**src/rtl/urna_tally_arbiter.sv**
```systemverilog
// urna_tally_arbiter
//   Round-robin arbiter letting N_BOOTHS voting booths share the single
//   increment port of the tally bank (C1..C4 plus Nulo). Each granted vote
//   goes through IDLE -> ISSUE -> ACK, so one vote is accepted every three
//   cycles at best. A Finish pulse snapshots the booths requesting at that
//   moment, drains them, and then locks the block in CLOSED until reset.
//
// Optional build macro: URNA_ARB_STATS_EN enables the saturating
//   accepted-vote counter on o_vote_total (tied to 0 otherwise).
//
// Ports:
//   i_clock      system clock, rising edge
//   i_reset      synchronous active-high reset
//   i_req        per-booth vote request, held until acknowledged
//   i_vote_code  flattened codes, booth i at [i*CODE_W +: CODE_W]
//   i_finish     election-close pulse
//   i_inc_ready  tally bank accepts an increment this cycle
//   o_ack        one-cycle acknowledge to the served booth
//   o_inc_valid  increment request to the tally bank
//   o_inc_sel    tally index 0..3 = C1..C4, NULO_CODE = Nulo
//   o_busy       high in ISSUE or ACK
//   o_closed     election closed
//   o_vote_total accepted-vote count
module urna_tally_arbiter #(
  parameter int N_BOOTHS  = 4,
  parameter int CODE_W    = 3,
  parameter int NULO_CODE = 4,
  parameter int STAT_W    = 8
) (
  input  logic                       i_clock,
  input  logic                       i_reset,
  input  logic [N_BOOTHS-1:0]        i_req,
  input  logic [N_BOOTHS*CODE_W-1:0] i_vote_code,
  input  logic                       i_finish,
  input  logic                       i_inc_ready,
  output logic [N_BOOTHS-1:0]        o_ack,
  output logic                       o_inc_valid,
  output logic [2:0]                 o_inc_sel,
  output logic                       o_busy,
  output logic                       o_closed,
  output logic [STAT_W-1:0]          o_vote_total
);

  localparam int PTR_W = $clog2(N_BOOTHS);

  typedef enum logic [1:0] {S_IDLE, S_ISSUE, S_ACK, S_CLOSED} state_t;

  state_t              r_state;
  state_t              w_next;
  logic [PTR_W-1:0]    r_ptr;
  logic [PTR_W-1:0]    r_grant;
  logic                r_closing;
  logic [N_BOOTHS-1:0] r_pend;
  logic [N_BOOTHS-1:0] r_ack;
  logic                r_inc_valid;
  logic [2:0]          r_inc_sel;

  logic [N_BOOTHS-1:0] w_elig;
  logic                w_found;
  logic [PTR_W-1:0]    w_gidx;
  int                  w_idx;
  logic                w_xfer;

  // Codes above C4 (blank / invalid) all collapse onto the Nulo tally.
  function automatic logic [2:0] map_code(input logic [CODE_W-1:0] code);
    if (int'(code) <= 3) return 3'(code);
    else                 return 3'(NULO_CODE);
  endfunction

  // Once closing, only booths captured in the Finish snapshot may be served.
  always_comb begin
    w_elig  = r_closing ? (i_req & r_pend) : i_req;
    w_found = 1'b0;
    w_gidx  = r_ptr;
    w_idx   = 0;
    for (int k = 0; k < N_BOOTHS; k++) begin
      w_idx = int'(r_ptr) + k;
      if (w_idx >= N_BOOTHS) w_idx = w_idx - N_BOOTHS;
      if (!w_found && w_elig[w_idx[PTR_W-1:0]]) begin
        w_found = 1'b1;
        w_gidx  = w_idx[PTR_W-1:0];
      end
    end
  end

  assign w_xfer = r_inc_valid & i_inc_ready;

  always_comb begin
    w_next = r_state;
    case (r_state)
      S_IDLE: begin
        if (w_found)        w_next = S_ISSUE;
        else if (r_closing) w_next = S_CLOSED;
      end
      S_ISSUE:  if (i_inc_ready) w_next = S_ACK;
      S_ACK:    w_next = S_IDLE;
      S_CLOSED: w_next = S_CLOSED;
      default:  w_next = S_IDLE;
    endcase
  end

  always_ff @(posedge i_clock) begin
    if (i_reset) begin
      r_state     <= S_IDLE;
      r_ptr       <= '0;
      r_grant     <= '0;
      r_closing   <= 1'b0;
      r_pend      <= '0;
      r_ack       <= '0;
      r_inc_valid <= 1'b0;
      r_inc_sel   <= '0;
    end else begin
      r_state <= w_next;
      r_ack   <= '0;
      case (r_state)
        // grant stage: latch winner and its code
        S_IDLE: begin
          if (w_found) begin
            r_grant     <= w_gidx;
            r_inc_valid <= 1'b1;
            r_inc_sel   <= map_code(i_vote_code[w_gidx*CODE_W +: CODE_W]);
          end
        end
        // issue stage: hold request until the tally bank takes it
        S_ISSUE: begin
          if (w_xfer) begin
            r_inc_valid <= 1'b0;
            r_ack       <= N_BOOTHS'(1) << r_grant;
          end
        end
        // ack stage: advance the round-robin pointer past the served booth
        S_ACK: begin
          r_ptr           <= (int'(r_grant) == N_BOOTHS - 1) ? '0 : r_grant + 1'b1;
          r_pend[r_grant] <= 1'b0;
        end
        default: ;
      endcase
      // r_ack is one-hot on the served booth only during ACK, so masking it
      // drops a booth whose vote is being acknowledged in the Finish cycle.
      if (i_finish && !r_closing && (r_state != S_CLOSED)) begin
        r_closing <= 1'b1;
        r_pend    <= i_req & ~r_ack;
      end
    end
  end

  assign o_ack       = r_ack;
  assign o_inc_valid = r_inc_valid;
  assign o_inc_sel   = r_inc_sel;
  assign o_busy      = (r_state == S_ISSUE) || (r_state == S_ACK);
  assign o_closed    = (r_state == S_CLOSED);

`ifdef URNA_ARB_STATS_EN
  logic [STAT_W-1:0] r_total;

  function automatic logic [STAT_W-1:0] sat_inc(input logic [STAT_W-1:0] v);
    return (&v) ? v : v + 1'b1;
  endfunction

  always_ff @(posedge i_clock) begin
    if (i_reset)     r_total <= '0;
    else if (w_xfer) r_total <= sat_inc(r_total);
  end

  assign o_vote_total = r_total;
`else
  assign o_vote_total = '0;
`endif

endmodule

```
**config.mk**
```make
export PLATFORM = sky130hd
export DESIGN_NAME = urna_tally_arbiter
export DESIGN_NICKNAME = d
export VERILOG_FILES = /design/src/rtl/urna_tally_arbiter.sv
export SDC_FILE = /design/constraint.sdc
export NUM_CORES = 1
export LEC_CHECK = 0
export ABC_AREA = 1
export ABC_CLOCK_PERIOD_IN_PS = 1900
export CAP_MARGIN = 25
export CORE_UTILIZATION = 40
export DETAILED_ROUTE_END_ITERATION = 16
export GPL_TIMING_DRIVEN = 0
export PLACE_DENSITY = 0.79
export SKIP_LAST_GASP = 1
export SLEW_MARGIN = 10
export SYNTH_ARGS = -nofsm -noshare
export SYNTH_HDL_FRONTEND = slang
export SYNTH_SLANG_ARGS = --single-unit
```
**constraint.sdc**
```tcl
create_clock -name i_clock -period 1.9 [get_ports i_clock]
set_input_delay 0.38 -clock i_clock [delete_from_list [all_inputs] [get_ports i_clock]]
set_output_delay 0.38 -clock i_clock [all_outputs]
set_load 0.1 [all_outputs]
```
==> out/qor.yml <==
status:
  status: "completed"
power:
  p_comb_share_pct: 71.5
  p_int_uw: 1166
  p_per_area_nw_per_um2: 1490
  p_leak_uw: 0.0008585
  seq_power_share_pct: 21.0
  vdd_drop_max_uv: 1232
  clkPwrFrac_pct: 7.6
  netSwitchingPower_uw: 1506
  p_sw_share_pct: 56.36
synthesis:
  synth_ff_type: "dfxtp_1"
  synth_cells: 197
  synth_compound_area_share_pct: 11.57
  synth.largest_area_cell: "dfxtp_1"
  yosysSeqAreaShare_pct: 28.36
  synthXorXnorAreaFrac_pct: 1.866
  async_reset_ff_share_pct: 0
  synth_edf_count: 0
  yosysTopAreaCellShare_pct: 28.36
  muxShareOfSynthArea_pct: 0
  synth_top_family_by_area: "simple AND/OR/NAND/NOR gates"
  synthAdderAreaFrac_pct: 7.463
  synthDistinctLibCells: 28
  yosys.area_share.simple_pct: 37.22
  synth-seq-cells: 19
  synth.area.top_cells: "dfxtp_1, nand2_1, nand3_1, ha_1, inv_1"
  syn_avg_cell_area_sq_um: 6.809
  yosys_warnings: 0
  syn_area_sq_um: 1341
floorplanning:
  num_rows: 20
  fp.dieH_um: 59.91
  start_util_pct: 42.88
  ioPinCount: 38
  die_area_sq_um: 3589
  core_sq_um: 3128
  die_w_um: 59.91
global_routing:
  grt_start_max_net_pins: 11
  antenna_found_initial: 0
  first_global_vias: 1208
  gr-total-overflow: 0
  grt_pass1_wl_um: 4823
  grt_use_total_pct: 17.21
routing:
  drt_iter0_markers: 31
  drc_errors: 0
  vias: 1356
  wl_per_cell_um: 10.32
  finalWirelength_um: 2932
  dr.pass1.iters: 5
  antenna_left: 0
  routed_via_density: 4.775
clocking:
  cts_max_path_buffers: 2
  clockRootBuffer: "clkbuf_4"
  numCtsBuffers: 3
  cts_tree: "done"
  clkLatencyLatePin_ns: 0.29
  cts.clk_slew.worst_paths_ns: 0.10
  htree_levels: 1
  clkSinkCount: 19
timing:
  finalHoldViolations: 0
  min_period_ns: 1.889
  slew_viol_final: 0
  fin_crit_sh_pct: 99.42
  fin_skew_ns: 0.002850
  hold_slack_ns: 0.4783
  rsz0062_at_grt: "yes"
  layout_setup_ws_ns: 0.01107
  setup_viol: 0
  max-slew-margin-rel_pct: 37.26
  tightest_slew_ns: 0.9447
  fmax_mhz: 529.4
cells_and_area:
  final-instance-count-excl-fill: 284
  fillerInstances: 312
  fin_nets: 269
  diodes: 0
  post-route-util_pct: 57.32
  drive_gt1_share_pct: 21.67
  syn2layout_area_growth_pct: 33.68
critical_path:
  endpoint_kind: "register"
  criticalPathCategory: "in2reg"
  critPathLaunchType: "input pin"
  crit_arrival_ns: 2.12
  cp_max_fo: 8
  crit_required_ns: 2.13
placed_design:
  place.gp.congestion: 0.8306
  pre_cts_ws_ns: -0.3594
  dpl.hpwl_um: 2223
  port_buffers: 28
  dp_cells: 276
flow_run:
  cap_violations: 0
worst_hold_path:
  min_path_type: "reg2reg"
worst paths after layout:
path / startpoint / end / slack [ns] / depth (start not counted)
worst max-delay path: i_req[3] / o_inc_sel[0]$_SDFFE_PP0P_ / 0.01 / 15
worst min-delay path: o_inc_sel[1]$_SDFFE_PP0P_ / o_inc_sel[1]$_SDFFE_PP0P_ / 0.48 / 2
worst max register to register: r_ptr[0]$_SDFFE_PP0P_ / o_inc_sel[0]$_SDFFE_PP0P_ / 0.04 / 15
worst min register to register: o_inc_sel[1]$_SDFFE_PP0P_ / o_inc_sel[1]$_SDFFE_PP0P_ / 0.48 / 2
kinds of logic after synthesis:
logic type               Yosys count
flip-flops                        19
other                              1
AO/OA/AOI/OAI                     28
XOR/XNOR                           2
adder cells (fa/ha/maj)            8
AND/OR/NAND/NOR                  105
buffers and inverters             34
synthesized netlist by cell type, types with 2 or more instances:
cell     count
a21oi_1     14
a21oi_2      2
buf_4        8
buf_6        2
dfxtp_1     19
ha_1         8
inv_1       21
nand2_1     52
nand2_2      7
nand3_1     23
nand3_2      3
nand4_1      2
nor2_1      11
nor3b_1      3
o21ai_0      9
critical path, cell delays in order:
cell	delay (ns)
clkdlybuf4s50_1	0.50
nand3_1	0.11
nand2_1	0.10
nand2_1	0.10
nand2_2	0.09
nand4_1	0.12
nand2_2	0.14
nand2_4	0.09
inv_2	0.09
nand2_1	0.06
nand2_1	0.06
nand2_1	0.05
nand2_1	0.06
nand2_1	0.06
a21oi_2	0.11
what timing repair did:
item                                    4_1_cts  5_1_grt
hold buffers                                  0        0
pin swaps                                     2        6
gates resized for setup                      20       27
buffers inserted                              2        1
gates cloned                                  0        1
endpoints found under the setup margin       12       18
power groups by stage:
stage	Combinational, uW	Sequential [uW]	Clock (uW)
after global routing	2110	575	225
after global placement	1740	564	0
after CTS	1820	556	207
after floorplan	1260	738	0
final	1910	561	202
after detailed placement	1760	565	0
layout by cell type (no fill, tap or decap), types with 3 or more instances in the layout:
cell,netlist,final
o21ai_0,9,7
inv_1,21,20
nand3_1,23,20
a21oi_1,14,14
nand3_2,3,6
nor2_1,11,10
clkdlybuf4s50_1,0,15
nor3b_1,3,3
clkdlybuf4s15_1,0,5
nand2_1,52,49
nand2_2,7,10
conb_1,1,8
clkbuf_4,0,4
clkbuf_2,0,3
dfxtp_1,19,17
ha_1,8,7
buf_4,8,11
through the flow:
stage	total power, uW	cell area (sq um)	setup TNS [ns]
after global placement	2304	1705	-2.687
after detailed placement	2324	1705	-2.815
after global routing	2905	1793	-0.4251
after floorplan	2000	1370	0
final	2672	1793	0
after CTS	2579	1743	-0.1092
state kept, by name, indices dropped and copies added, names as in the netlist:
signal       cells
r_closing        1
r_ptr            2
r_grant          2
o_inc_valid      1
o_ack            4
o_inc_sel        3
r_pend           4
r_state          2
cell type report:
cell class	count	area, sq um	area share, %
buffer	11	86.33	4.815
clock buffer	4	26.28	1.465
inverter	23	91.34	5.094
multi-input combinational	151	860.8	48.01
sequential	19	382.9	21.35
tap	44	55.05	3.070
timing repair buffer	32	290.3	16.19
per-layer routing:
metal	global-route usage [%]	share of wire [%]	vias to the layer above
li1	-	-	709
met4	1.993	0	0
met1	22.16	49	612
met2	30.00	47	35
met5	0	0	-
met3	3.896	4.2	0
Note: power is estimated with default switching activity, not from simulation.
